<file path="src/rtl/shift_pipe_pkg.sv">
// Shared definitions for the pipelined barrel shifter: mode encodings and a
// compile-time log2 helper used to size the pipeline.
package shift_pipe_pkg;

    localparam logic [1:0] MODE_SHL = 2'b00;
    localparam logic [1:0] MODE_SHR = 2'b01;
    localparam logic [1:0] MODE_ASR = 2'b10;
    localparam logic [1:0] MODE_ROR = 2'b11;

    // Ceiling log2 for elaboration-time sizing
    function automatic int unsigned clog2(input int unsigned value);
        int unsigned result;
        result = 0;
        for (int unsigned i = 0; i < 32; i++) begin
            if ((64'd1 << i) < 64'(value)) begin
                result = i + 1;
            end
        end
        return result;
    endfunction

endpackage

</file>
<file path="src/rtl/shift_pipe_stage.sv">
// One level of the barrel shifter: conditional shift by 2^K, then register.
// Rotate path is compiled only when SHIFT_PIPE_ROTATE_EN is defined; otherwise
// mode 11 falls into the logical-right branch.
module shift_pipe_stage
    import shift_pipe_pkg::*;
#(
    parameter int unsigned DATAWIDTH = 32,
    parameter int unsigned LOG2W     = 5,
    parameter int unsigned K         = 0
) (
    input  logic                 Clk,
    input  logic                 Rst,
    input  logic                 advance,
    input  logic                 valid_in,
    input  logic [DATAWIDTH-1:0] data_in,
    input  logic [1:0]           mode_in,
    input  logic                 sign_in,
    input  logic [LOG2W-1:0]     amt_in,
    output logic                 valid_out,
    output logic [DATAWIDTH-1:0] data_out,
    output logic [1:0]           mode_out,
    output logic                 sign_out,
    output logic [LOG2W-1:0]     amt_out
);

    localparam int unsigned SHIFT = 1 << K;

    logic [DATAWIDTH-1:0] shr_c;
    logic [DATAWIDTH-1:0] fill_c;
    logic [DATAWIDTH-1:0] shifted_c;

    // Shift by 2^K when this level's amount bit is set
    always_comb begin
        shr_c     = data_in >> SHIFT;
        fill_c    = sign_in ? ~({DATAWIDTH{1'b1}} >> SHIFT) : '0;
        shifted_c = data_in;
        if (amt_in[K]) begin
            case (mode_in)
                MODE_SHL: shifted_c = data_in << SHIFT;
                MODE_ASR: shifted_c = shr_c | fill_c;
`ifdef SHIFT_PIPE_ROTATE_EN
                MODE_ROR: shifted_c = shr_c | (data_in << (DATAWIDTH - SHIFT));
`endif
                default:  shifted_c = shr_c;
            endcase
        end
    end

    // Stage register; holds everything while the pipe is stalled
    always_ff @(posedge Clk) begin
        if (Rst) begin
            valid_out <= 1'b0;
            data_out  <= '0;
            mode_out  <= '0;
            sign_out  <= 1'b0;
            amt_out   <= '0;
        end else if (advance) begin
            valid_out <= valid_in;
            data_out  <= shifted_c;
            mode_out  <= mode_in;
            sign_out  <= sign_in;
            amt_out   <= amt_in;
        end
    end

endmodule

</file>
<file path="src/rtl/shift_pipe.sv">
// Pipelined barrel shifter (SHL / SHR / ASR / optional ROR) with valid/ready
// handshake and a global stall. Latency is LOG2W cycles.
// Optional feature macro: SHIFT_PIPE_ROTATE_EN enables rotate-right on mode 11;
// without it, mode 11 behaves as logical right shift.
module shift_pipe
    import shift_pipe_pkg::*;
#(
    parameter int unsigned DATAWIDTH = 32,
    parameter int unsigned LOG2W     = clog2(DATAWIDTH)
) (
    input  logic                 Clk,
    input  logic                 Rst,
    input  logic                 in_valid,
    output logic                 in_ready,
    input  logic [DATAWIDTH-1:0] a,
    input  logic [DATAWIDTH-1:0] sh_amt,
    input  logic [1:0]           mode,
    output logic                 out_valid,
    input  logic                 out_ready,
    output logic [DATAWIDTH-1:0] d
);

    logic                 advance;
    logic                 ovr_c;
    logic                 rotate_c;
    logic [DATAWIDTH-1:0] data_d;
    logic [LOG2W-1:0]     amt_d;

    logic                 valid_s [LOG2W];
    logic [DATAWIDTH-1:0] data_s  [LOG2W];
    logic [1:0]           mode_s  [LOG2W];
    logic                 sign_s  [LOG2W];
    logic [LOG2W-1:0]     amt_s   [LOG2W];

    // Global stall: the whole pipe moves only when the output slot can drain
    assign advance  = !out_valid || out_ready;
    assign in_ready = advance;

    // Input decode: over-range amounts collapse to a saturated operand with zero shift
    always_comb begin
        ovr_c = |sh_amt[DATAWIDTH-1:LOG2W];
`ifdef SHIFT_PIPE_ROTATE_EN
        rotate_c = (mode == MODE_ROR);
`else
        rotate_c = 1'b0;
`endif
        data_d = a;
        amt_d  = sh_amt[LOG2W-1:0];
        if (ovr_c && !rotate_c) begin
            amt_d  = '0;
            data_d = (mode == MODE_ASR) ? {DATAWIDTH{a[DATAWIDTH-1]}} : '0;
        end
    end

    // One stage per amount bit, level k shifts by 2^k
    for (genvar k = 0; k < LOG2W; k++) begin : g_stage
        if (k == 0) begin : g_first
            shift_pipe_stage #(
                .DATAWIDTH (DATAWIDTH),
                .LOG2W     (LOG2W),
                .K         (0)
            ) u_stage (
                .Clk       (Clk),
                .Rst       (Rst),
                .advance   (advance),
                .valid_in  (in_valid),
                .data_in   (data_d),
                .mode_in   (mode),
                .sign_in   (a[DATAWIDTH-1]),
                .amt_in    (amt_d),
                .valid_out (valid_s[0]),
                .data_out  (data_s[0]),
                .mode_out  (mode_s[0]),
                .sign_out  (sign_s[0]),
                .amt_out   (amt_s[0])
            );
        end else begin : g_next
            shift_pipe_stage #(
                .DATAWIDTH (DATAWIDTH),
                .LOG2W     (LOG2W),
                .K         (k)
            ) u_stage (
                .Clk       (Clk),
                .Rst       (Rst),
                .advance   (advance),
                .valid_in  (valid_s[k-1]),
                .data_in   (data_s[k-1]),
                .mode_in   (mode_s[k-1]),
                .sign_in   (sign_s[k-1]),
                .amt_in    (amt_s[k-1]),
                .valid_out (valid_s[k]),
                .data_out  (data_s[k]),
                .mode_out  (mode_s[k]),
                .sign_out  (sign_s[k]),
                .amt_out   (amt_s[k])
            );
        end
    end

    assign out_valid = valid_s[LOG2W-1];
    assign d         = data_s[LOG2W-1];

    // Control fields of the last stage have no consumer
    logic unused_tail;
    assign unused_tail = ^{amt_s[LOG2W-1], mode_s[LOG2W-1], sign_s[LOG2W-1]};

endmodule

</file>
<file path="config.mk">
export PLATFORM = sky130hd
export DESIGN_NAME = shift_pipe
export DESIGN_NICKNAME = d
export VERILOG_FILES = /design/src/rtl/shift_pipe_pkg.sv /design/src/rtl/shift_pipe_stage.sv /design/src/rtl/shift_pipe.sv
export SDC_FILE = /design/constraint.sdc
export NUM_CORES = 1
export LEC_CHECK = 0
export ABC_AREA = 0
export CAP_MARGIN = 10
export CORE_ASPECT_RATIO = 1.1
export CORE_MARGIN = 5
export CORE_UTILIZATION = 45
export DETAILED_ROUTE_END_ITERATION = 7
export GPL_TIMING_DRIVEN = 0
export HOLD_SLACK_MARGIN = 0.1
export MAX_ROUTING_LAYER = met4
export PLACE_DENSITY = 0.65
export SETUP_SLACK_MARGIN = 0.15
export SYNTH_ARGS = -nofsm -noshare
export SYNTH_HDL_FRONTEND = slang
export SYNTH_SLANG_ARGS = --single-unit
export TNS_END_PERCENT = 1
</file>
<file path="constraint.sdc">
create_clock -name Clk -period 2 [get_ports Clk]
set_input_delay 0.2 -clock Clk [delete_from_list [all_inputs] [get_ports Clk]]
set_output_delay 0.2 -clock Clk [all_outputs]
set_load 0.05 [all_outputs]
</file>
==> metrics.yaml, run 1 <==
pwr:
  ir_drop_mv: 0.417
  leakage_nw: 4.39
  power_density_nw_per_um2: 633
route:
  drt_iter0_markers: 732
  dr.pass1.iters: 5
  wire_per_inst_um: 20.2
  ant_nets: 0
  via_count: 10500
  wl_um: 35600
  viasPerCell: 5.95
  drc: 0
yosys:
  synth_top_family_by_area: "compound AO/OA/AOI/OAI gates"
  synth-main-ff-cell: "dfxtp_1"
  synthMuxAreaShare: 0.0238
  synth_area_per_cell_um2: 7.87
  yosys_warnings: 0
  synthSimpleGateAreaFrac: 0.237
  ys_seq_area_frac: 0.356
  netlist_instances: 1334
  netlist_area_um2: 10500
  synth_compound_area_frac: 0.282
  synth_edf_count: 0
  syn_nets: 1404
  synth_xor_area_frac: 0
  synth_cell_types: 42
  ys_ff_latch: 187
  async_flop_share: 0
  synthAdderAreaFrac: 0
worst_setup_path:
  crit_path_end_kind: "flop"
  r2r-end: "g_stage[4].g_next.u_stage.data_out[6]"
  start_kind: "flop"
  crit_path_start: "g_stage[3].g_next.u_stage.mode_out[1]"
  reg2reg_setup_slack_ns: 0.22
  worstPathArrival_ns: 2.09
  cp_max_fo: 10
  worstRegToRegCells: 6
  critPathCapture: "g_stage[4].g_next.u_stage.data_out[6]"
  path_class: "flop to flop"
  worstReg2RegStart: "g_stage[3].g_next.u_stage.mode_out[1]"
  required_ns: 2.31
clock_network:
  cts_tree: "done"
  cts-buffers-inserted: 17
  cts.clk_slew.worst_paths_ns: 0.08
  insertion_delay_ns: 0.44
  post_cts_buffers: 0
  cts.sinks: 187
  ctsLongestPathBuffers: 2
  htree_levels: 4
  cts-root-buf: "clkbuf_16"
timing:
  rsz0062_at_grt: "true"
  hold_viol: 0
  skew_ns: 0.0101
  period_share: 0.891
  period_needed_ns: 1.78
  max_freq_ghz: 0.561
  whs_ns: 0.290
  tightest_slew_ns: 0.792
  report.final.slew_viol_count: 0
  relSlewSlack: 0.472
  setup_viol: 0
die:
  fp.dieW_um: 156
  num_rows: 58
  start_util: 0.458
  core_area_um2: 22900
  die_y_um: 170
  die_area_um2: 26500
  io_pins: 104
layout:
  synthToLayoutAreaGrowth_pct: 19.6
  nNetsFinal: 1522
  stdcell_count: 1765
  drive_gt1_frac: 0.191
  fillers: 2272
  diodes: 0
global_route:
  grt_pass1_wl_um: 55000
  grt_max_degree: 19
  grt_antenna_before_repair: 0
  grt-ovfl-total: 0
  grt_pass1_vias: 9987
  grt_usage: 0.271
placed_design:
  place.port_buffers: 99
  gp_congestion: 0.974
  hpwlAfterDp_um: 27200
  placedCellCount: 1733
flow_run:
  drv_cap: 0
status:
  outcome: "completed"
hold_path:
  hold_path.class: "input pin to flop"
-- critical path, cell delays in order, from the launching register on --
cell	delay [ns]
dfxtp_1	0.32
clkbuf_2	0.17
or2_2	0.31
clkbuf_1	0.18
buf_2	0.25
a311oi_2	0.34
nor3_1	0.07
-- how the worst min path moves through the flow --
stage,startpoint,end,slack [ns],depth (start not counted)
after global routing,in_valid,g_stage[0].g_first.u_stage.valid_out,0.32,3
final,mode[1],g_stage[0].g_first.u_stage.mode_out[1],0.29,4
after floorplan,a[31],g_stage[0].g_first.u_stage.sign_out,0.34,2
after CTS,mode[1],g_stage[0].g_first.u_stage.mode_out[1],0.27,4
after detailed placement,g_stage[2].g_next.u_stage.valid_out,g_stage[2].g_next.u_stage.valid_out,0.44,2
after global placement,g_stage[3].g_next.u_stage.valid_out,g_stage[3].g_next.u_stage.valid_out,0.44,2
-- synth_stat cells (2+ instances only) --
| cell | n | area [um2] |
|---|---|---|
| nor2_1 | 248 | 931 |
| dfxtp_1 | 187 | 3740 |
| a21oi_1 | 121 | 606 |
| a311oi_1 | 115 | 1010 |
| o21ai_0 | 95 | 475 |
| clkbuf_1 | 93 | 349 |
| or3b_2 | 67 | 587 |
| nand2_1 | 50 | 188 |
| inv_1 | 35 | 131 |
| buf_4 | 33 | 248 |
| nor2b_1 | 30 | 188 |
| nor3_1 | 29 | 145 |
| buf_2 | 27 | 135 |
| mux2i_1 | 25 | 250 |
| o211ai_1 | 23 | 173 |
| o2111ai_1 | 21 | 184 |
| buf_1 | 17 | 63.8 |
| or3b_1 | 17 | 149 |
| a211oi_2 | 15 | 188 |
| o221ai_1 | 12 | 105 |
| a211o_1 | 9 | 78.8 |
| and2_1 | 9 | 56.3 |
| a211oi_1 | 8 | 60.1 |
| o21ai_1 | 8 | 40.0 |
| nand4_1 | 7 | 43.8 |
| nor4_2 | 6 | 75.1 |
| buf_6 | 4 | 45.0 |
| nand2b_1 | 4 | 25.0 |
| buf_12 | 3 | 60.1 |
| or2_2 | 3 | 18.8 |
| nand3b_1 | 2 | 15.0 |
-- layout make-up --
type	instances	area (um2)	area share
flip-flops and latches	187	3740	0.298
multi-input cells	933	5830	0.464
repair buffers	99	912	0.0726
well taps	300	375	0.0299
plain buffers	179	991	0.0789
inverters	35	131	0.0105
clock buffers	17	425	0.0339
clock inverters	15	155	0.0124
-- registers in the layout, summed over array words and instances, names as in the netlist --
name,count
g_stage.g_first.u_stage.valid_out,1
g_stage.g_first.u_stage.mode_out,2
g_stage.g_next.u_stage.mode_out,6
g_stage.g_next.u_stage.sign_out,3
g_stage.g_next.u_stage.data_out,128
g_stage.g_next.u_stage.valid_out,4
g_stage.g_first.u_stage.data_out,32
g_stage.g_first.u_stage.sign_out,1
g_stage.g_next.u_stage.amt_out,6
g_stage.g_first.u_stage.amt_out,4
-- routing by layer --
metal,wire length [um],vias up,track usage
li1,-,5063,-
met1,14100,4956,0.303
met2,17900,380,0.471
met3,1620,109,0.0361
met4,1970,0,0.138
met5,0,-,-
-- where the power goes --
part           switching, mW  total (mW)  internal (mW)
combinational          0.420       0.737          0.317
clock                   1.60        3.36           1.76
sequential            0.0726        3.86           3.78
total                   2.09        7.95           5.86
-- per-stage QoR --
step | setup TNS, ns | area (um2) | worst slack, ns | power [mW] | utilization
4_1_cts | 0 | 12500 | 0.0597 | 7.97 | 0.544
2_1_floorplan | 0 | 10500 | 0.158 | 4.33 | -
5_1_grt | 0 | 12600 | 0.130 | 8.23 | 0.548
3_3_place_gp | -60.29 | 11900 | -0.881 | 4.65 | 0.518
6_report | 0 | 12600 | 0.217 | 7.95 | 0.548
3_5_place_dp | -65.42 | 11900 | -0.896 | 4.66 | 0.518
-- layout by cell type, fill, tap and decap left out, drive strengths merged, types with 23 or more instances in the layout --
cell / n
clkbuf: 119
dfxtp: 187
inv: 42
a311oi: 115
o21ai: 103
or3b: 84
nand2: 50
clkdlybuf4s50: 66
mux2i: 25
a21oi: 121
a211oi: 23
nor2b: 30
buf: 110
nor3: 29
o211ai: 23
nor2: 249
-- cells by family (layout without fill, tap and decap cells) --
kind of cell / count (synthesis) / count (layout)
buffers and inverters: 214 / 345
and+or+nand+nor: 478 / 478
AOI/OAI and AO/OA: 430 / 430
DFF: 187 / 187
muxes: 25 / 25
-- timing repair --
| action | 4_1_cts | 5_1_grt |
|---|---|---|
| setup endpoints to repair | 204 | 155 |
| pin swaps | 0 | 1 |
| resized for setup | 17 | 101 |
| hold buffers | 0 | 0 |
No activity file was read; power rests on OpenSTA's default activity.
==> run 2: changes to the inputs <==
--- a/config.mk
+++ b/config.mk
@@ -14,7 +14,7 @@
 export GPL_TIMING_DRIVEN = 0
 export HOLD_SLACK_MARGIN = 0.1
 export MAX_ROUTING_LAYER = met4
-export PLACE_DENSITY = 0.65
+export PLACE_DENSITY = 0.62
 export SETUP_SLACK_MARGIN = 0.15
 export SYNTH_ARGS = -nofsm -noshare
 export SYNTH_HDL_FRONTEND = slang
==> run 2 against run 1 <==
Count of clock-buffer cells in the layout increased by 3. Utilization is 0.22 points lower. Setup slack lost 0.099 ns. Combinational power fell by 1%. Clock skew up 0.0012 ns. Sequential cell count stayed put. Sequential power about the same. Critical path depth unchanged. Global-route usage is 0.58 points lower. Wire length is 1.2% lower. Final area down 0.41%. Power down 0.91%. Critical endpoint is now g_stage[2].g_next.u_stage.data_out[5]. Largest cell class unchanged.
==> metrics.yaml, run 2 (synthesized netlist as in run 1, its figures left out) <==
layout:
  synthToLayoutAreaGrowth_pct: 19.1
  largest_registers: "g_stage.g_next.u_stage.data_out (128), g_stage.g_first.u_stage.data_out (32)"
  largest_register: "g_stage.g_next.u_stage.data_out"
  final_common_cell: "nor2_1"
  largest_reg_flops: 128
  most-common-layout-cells: "248 x nor2_1, 187 x dfxtp_1, 121 x a21oi_1"
  diodes: 0
  drive_gt1_frac: 0.185
  nNetsFinal: 1522
status:
  outcome: "completed"
global_route:
  grt_pass1_wl_um: 54000
  grt_pass1_vias: 9910
  grt_antenna_before_repair: 0
  grt-ovfl-total: 0
  grt_max_degree: 17
  grt_usage: 0.265
placed_design:
  gp_congestion: 0.959
  place.port_buffers: 99
  hpwlAfterDp_um: 26800
clock_network:
  cts.sinks: 187
  ctsLongestPathBuffers: 2
  cts.clk_slew.worst_paths_ns: 0.07
  htree_levels: 4
  post_cts_buffers: 0
  cts_tree: "done"
  cts-buffers-inserted: 17
  cts_hold_buf: 0
  insertion_delay_ns: 0.44
  cts-root-buf: "clkbuf_16"
worst_setup_path:
  required_ns: 2.30
  worstReg2RegStart: "g_stage[4].g_next.u_stage.valid_out"
  reg2reg_setup_slack_ns: 0.12
  path_cells: "nor2b_2 > buf_4 > clkbuf_1 > a311oi_1 > a21oi_1 > nor2_1"
  start_kind: "flop"
  worst_path_max_delay_cell: "clkbuf_1"
  crit_path_max_incr_delay_ns: 0.59
  crit_path_start: "g_stage[4].g_next.u_stage.valid_out"
  critPathCapture: "g_stage[2].g_next.u_stage.data_out[5]"
  r2r-end: "g_stage[2].g_next.u_stage.data_out[5]"
  path_class: "flop to flop"
  cp_max_fo: 10
  worstPathArrival_ns: 2.18
  worstRegToRegCells: 6
  crit_path_end_kind: "flop"
die:
  fp.dieW_um: 156
  io_pins: 104
  core_area_um2: 22900
  die_y_um: 170
  die_area_um2: 26500
  start_util: 0.458
  num_rows: 58
route:
  wire_per_inst_um: 19.9
  viasPerCell: 5.88
  drc: 0
  wl_um: 35200
  ant_nets: 0
  drt_iter0_markers: 807
  dr.pass1.iters: 5
  via_count: 10400
timing:
  relSlewSlack: 0.504
  report.final.slew_viol_count: 0
  skew_ns: 0.0113
  tightest_slew_ns: 0.744
  whs_ns: 0.297
  period_share: 0.941
  rsz0062_at_grt: "true"
  tns_ns: 0
  setup_viol: 0
  period_needed_ns: 1.88
  hold_viol: 0
  max_freq_ghz: 0.531
pwr:
  ir_drop_mv: 0.502
  leakage_nw: 4.38
  power_density_nw_per_um2: 630
hold_path:
  hold_path.class: "input pin to flop"
flow_run:
  drv_cap: 0
run 2: cell types whose count changed in the layout (fill, tap and decap cells not counted), sizes merged:
| cell | delta |
|---|---|
| clkinvlp | -2 |
| buf | -1 |
| clkinv | +3 |
| inv | -4 |
| clkbuf | +4 |
run 2: worst min-delay path by stage:
stage                     cells past startpoint                                   from                                endpoint
after CTS                                     4                                mode[1]  g_stage[0].g_first.u_stage.mode_out[1]
after global routing                          3                               in_valid    g_stage[0].g_first.u_stage.valid_out
final                                         4                                mode[1]  g_stage[0].g_first.u_stage.mode_out[1]
after floorplan                               2                                  a[31]     g_stage[0].g_first.u_stage.sign_out
after detailed placement                      2    g_stage[2].g_next.u_stage.valid_out     g_stage[2].g_next.u_stage.valid_out
after global placement                        2  g_stage[0].g_first.u_stage.amt_out[3]   g_stage[0].g_first.u_stage.amt_out[3]
run 2: layer usage:
metal  up-vias  global-route usage  share of wire
li1       5068                   -              -
met1      4888               0.305           0.41
met2       335               0.471           0.52
met3        80              0.0323          0.044
met4         0              0.0986          0.033
met5         -                   -              0
run 2: cell type report:
class                           instances  area (um2)
Buffer                                179         987
Clock buffer                           20         447
Clock inverter                         12         115
Fill cell                            2252       10400
Inverter                               35         131
Multi-Input combinational cell        933        5800
Sequential cell                       187        3740
Tap cell                              300         375
Timing Repair Buffer                   99         912
run 2: repair_timing:
| item | CTS | global route |
|---|---|---|
| pin swaps | 0 | 3 |
| gates resized for setup | 22 | 84 |
| endpoints found under the setup margin | 199 | 150 |
| endpoints found under the hold margin | 0 | 0 |
run 2: report_power, final:
group          leakage, nW  switching, mW  internal (mW)  total [mW]
logic                 2.59          0.412          0.315       0.728
registers             1.51         0.0761           3.78        3.86
clock network        0.273           1.53           1.77        3.29
total                 4.38           2.02           5.87        7.88
run 2: critical path: cells and delay by family, from the launching register on:
family | cells | cell delay [ns]
compound gates | 2 | 0.33
buf+inv | 2 | 0.85
flops | 1 | 0.32
simple gates | 2 | 0.24
run 2: metrics by stage:
step	cell area, um2	utilization	instances	power [mW]	setup WS (ns)
finish	12500	0.546	1765	7.88	0.118
global route	12500	0.546	1765	8.15	0.0245
floorplan	10500	-	1334	4.33	0.158
global placement	11900	0.518	1733	4.65	-0.976
detailed placement	11900	0.518	1733	4.66	-0.953
CTS	12500	0.544	1765	7.89	0.0893
==> run 3: changes to the inputs <==
--- a/config.mk
+++ b/config.mk
@@ -10,6 +10,7 @@
 export CORE_ASPECT_RATIO = 1.1
 export CORE_MARGIN = 5
 export CORE_UTILIZATION = 45
+export CTS_BUF_LIST = sky130_fd_sc_hd__clkbuf_2 sky130_fd_sc_hd__clkbuf_4 sky130_fd_sc_hd__clkbuf_8
 export DETAILED_ROUTE_END_ITERATION = 7
 export GPL_TIMING_DRIVEN = 0
 export HOLD_SLACK_MARGIN = 0.1
==> run 3 against run 2 <==
Cell count unchanged. Clock skew increased by 0.0034 ns. Via count increased by 0.19%. Fmax decreased by 4.9%. Die area unchanged. Critical path type unchanged. Largest cell class unchanged. Highest routed layer unchanged.
==> metrics.yaml, run 3 (synthesized netlist as in run 1, its figures left out) <==
timing:
  setup_ws_ns: 0.0214
  tightest_slew_ns: 0.742
  max_freq_ghz: 0.505
  report.final.slew_viol_count: 0
  hold_viol: 0
  period_share: 0.989
  tns_ns: 0
  skew_ns: 0.0146
  setup_viol: 0
  relSlewSlack: 0.505
  rsz0062_at_grt: "true"
  period_needed_ns: 1.98
route:
  wire_per_inst_um: 19.7
  viasPerCell: 5.89
  drt_iter0_markers: 781
  drc: 0
  via_count: 10400
  wl_um: 34800
  ant_nets: 0
  route.met3.wl_um: 1460
  wl_met2_um: 17900
  drt-met1-wl_um: 14200
  dr.pass1.iters: 5
  highest_layer: "met4"
clock_network:
  htree_levels: 4
  cts_hold_buf: 0
  cts-root-buf: "clkbuf_8"
  ctsLongestPathBuffers: 2
  cts.clk_slew.worst_paths_ns: 0.11
  cts-buffers-inserted: 17
  post_cts_buffers: 0
  cts.sinks: 187
  cts_tree: "done"
  insertion_delay_ns: 0.48
pwr:
  ir_drop_mv: 0.302
  leakage_nw: 4.30
  power_density_nw_per_um2: 573
layout:
  final_common_cell: "nor2_1"
  diodes: 0
  largest_registers: "g_stage.g_next.u_stage.data_out (128), g_stage.g_first.u_stage.data_out (32)"
  drive_gt1_frac: 0.182
  fillers: 2288
  regArea_um2: 3740
  nNetsFinal: 1522
  largest_register: "g_stage.g_next.u_stage.data_out"
  stdcell_count: 1765
  largest_reg_flops: 128
  most-common-layout-cells: "248 x nor2_1, 186 x dfxtp_1, 121 x a21oi_1"
  synthToLayoutAreaGrowth_pct: 17.3
  multi_input_area_um2: 5790
global_route:
  grt_pass1_vias: 9862
  grt_pass1_wl_um: 53700
  grt-ovfl-total: 0
  grt_antenna_before_repair: 0
  grt_usage: 0.263
  grt_max_degree: 17
worst_setup_path:
  path_common_cell: "clkbuf_1"
  path_cells: "clkbuf_1 > nand3b_1 > clkbuf_1 > a311oi_1 > a21oi_1 > nor2_1"
  required_ns: 2.42
  path_class: "flop to flop"
  crit_path_max_incr_delay_ns: 0.43
  worst_path_max_delay_cell: "a311oi_1"
  cp_max_fo: 10
  crit_path_end_kind: "flop"
  start_kind: "flop"
  worstPathArrival_ns: 2.40
die:
  die_y_um: 170
  io_pins: 104
  start_util: 0.458
  die_area_um2: 26500
  num_rows: 58
  core_area_um2: 22900
  fp.dieW_um: 156
placed_design:
  placedCellCount: 1733
  gp_congestion: 0.959
  hpwlAfterDp_um: 26800
  place_ws_ns: -0.953
  place.port_buffers: 99
status:
  outcome: "completed"
flow_run:
  drv_cap: 0
hold_path:
  hold_path.class: "input pin to flop"
==> run 3: cell types whose count changed in the layout (fill, tap and decap cells not counted), moves of 2 or more <==
cell	delta
buf_1	-2
buf_4	+2
clkbuf_1	+6
clkbuf_16	-17
clkbuf_2	-6
clkbuf_8	+17
==> run 3: final cells by class <==
type                    instances  share of cell area
plain buffers                 179              0.0797
clock buffers                  20              0.0213
clock inverters                12             0.00934
inverters                      35              0.0107
multi-input cells             933               0.470
flip-flops and latches        187               0.304
well taps                     300              0.0305
repair buffers                 99              0.0743
==> run 3: power breakdown <==
part           leakage, nW  internal [mW]  switching [mW]
logic                 2.60          0.315           0.411
clock network        0.192           1.06            1.41
registers             1.51           3.78          0.0755
==> run 3: critical path, delay by kind of cell (launching register included) <==
kind / cells / cell delay (ns)
AO/OA/AOI/OAI: 2 / 0.50
buffers and inverters: 2 / 0.69
flip-flops: 1 / 0.33
AND/OR/NAND/NOR: 2 / 0.41
==> run 3: per-layer routing <==
| layer | vias up | track usage |
|---|---|---|
| li1 | 5056 | - |
| met1 | 4895 | 0.302 |
| met2 | 347 | 0.468 |
| met3 | 93 | 0.0315 |
| met4 | 0 | 0.104 |
| met5 | - | - |
==> run 3: path summary, 6_finish.rpt <==
| kind | from | to | slack [ns] | cells after the start |
|---|---|---|---|---|
| setup / recovery | g_stage[3].g_next.u_stage.mode_out[1] | g_stage[4].g_next.u_stage.data_out[31] | 0.02 | 6 |
| hold / removal | mode[1] | g_stage[0].g_first.u_stage.mode_out[1] | 0.26 | 4 |
| setup reg to reg | g_stage[3].g_next.u_stage.mode_out[1] | g_stage[4].g_next.u_stage.data_out[31] | 0.02 | 6 |
| hold reg to reg | g_stage[2].g_next.u_stage.amt_out[4] | g_stage[2].g_next.u_stage.amt_out[4] | 0.46 | 2 |
==> run 3: per-stage QoR <==
step	hold WS [ns]	power, mW	utilization	area, um2
2_1_floorplan	0.340	4.33	-	10500
3_3_place_gp	0.441	4.65	0.518	11900
3_5_place_dp	0.444	4.66	0.518	11900
4_1_cts	0.240	7.07	0.536	12300
5_1_grt	0.259	7.31	0.537	12300
6_report	0.257	7.06	0.537	12300
==> run 3: timing repair <==
| action | 4_1_cts | 5_1_grt |
|---|---|---|
| pin swaps | 0 | 1 |
| cloned | 0 | 0 |
| endpoints found under the setup margin | 199 | 157 |
| hold endpoints to repair | 0 | 0 |
| gates resized for setup | 20 | 80 |
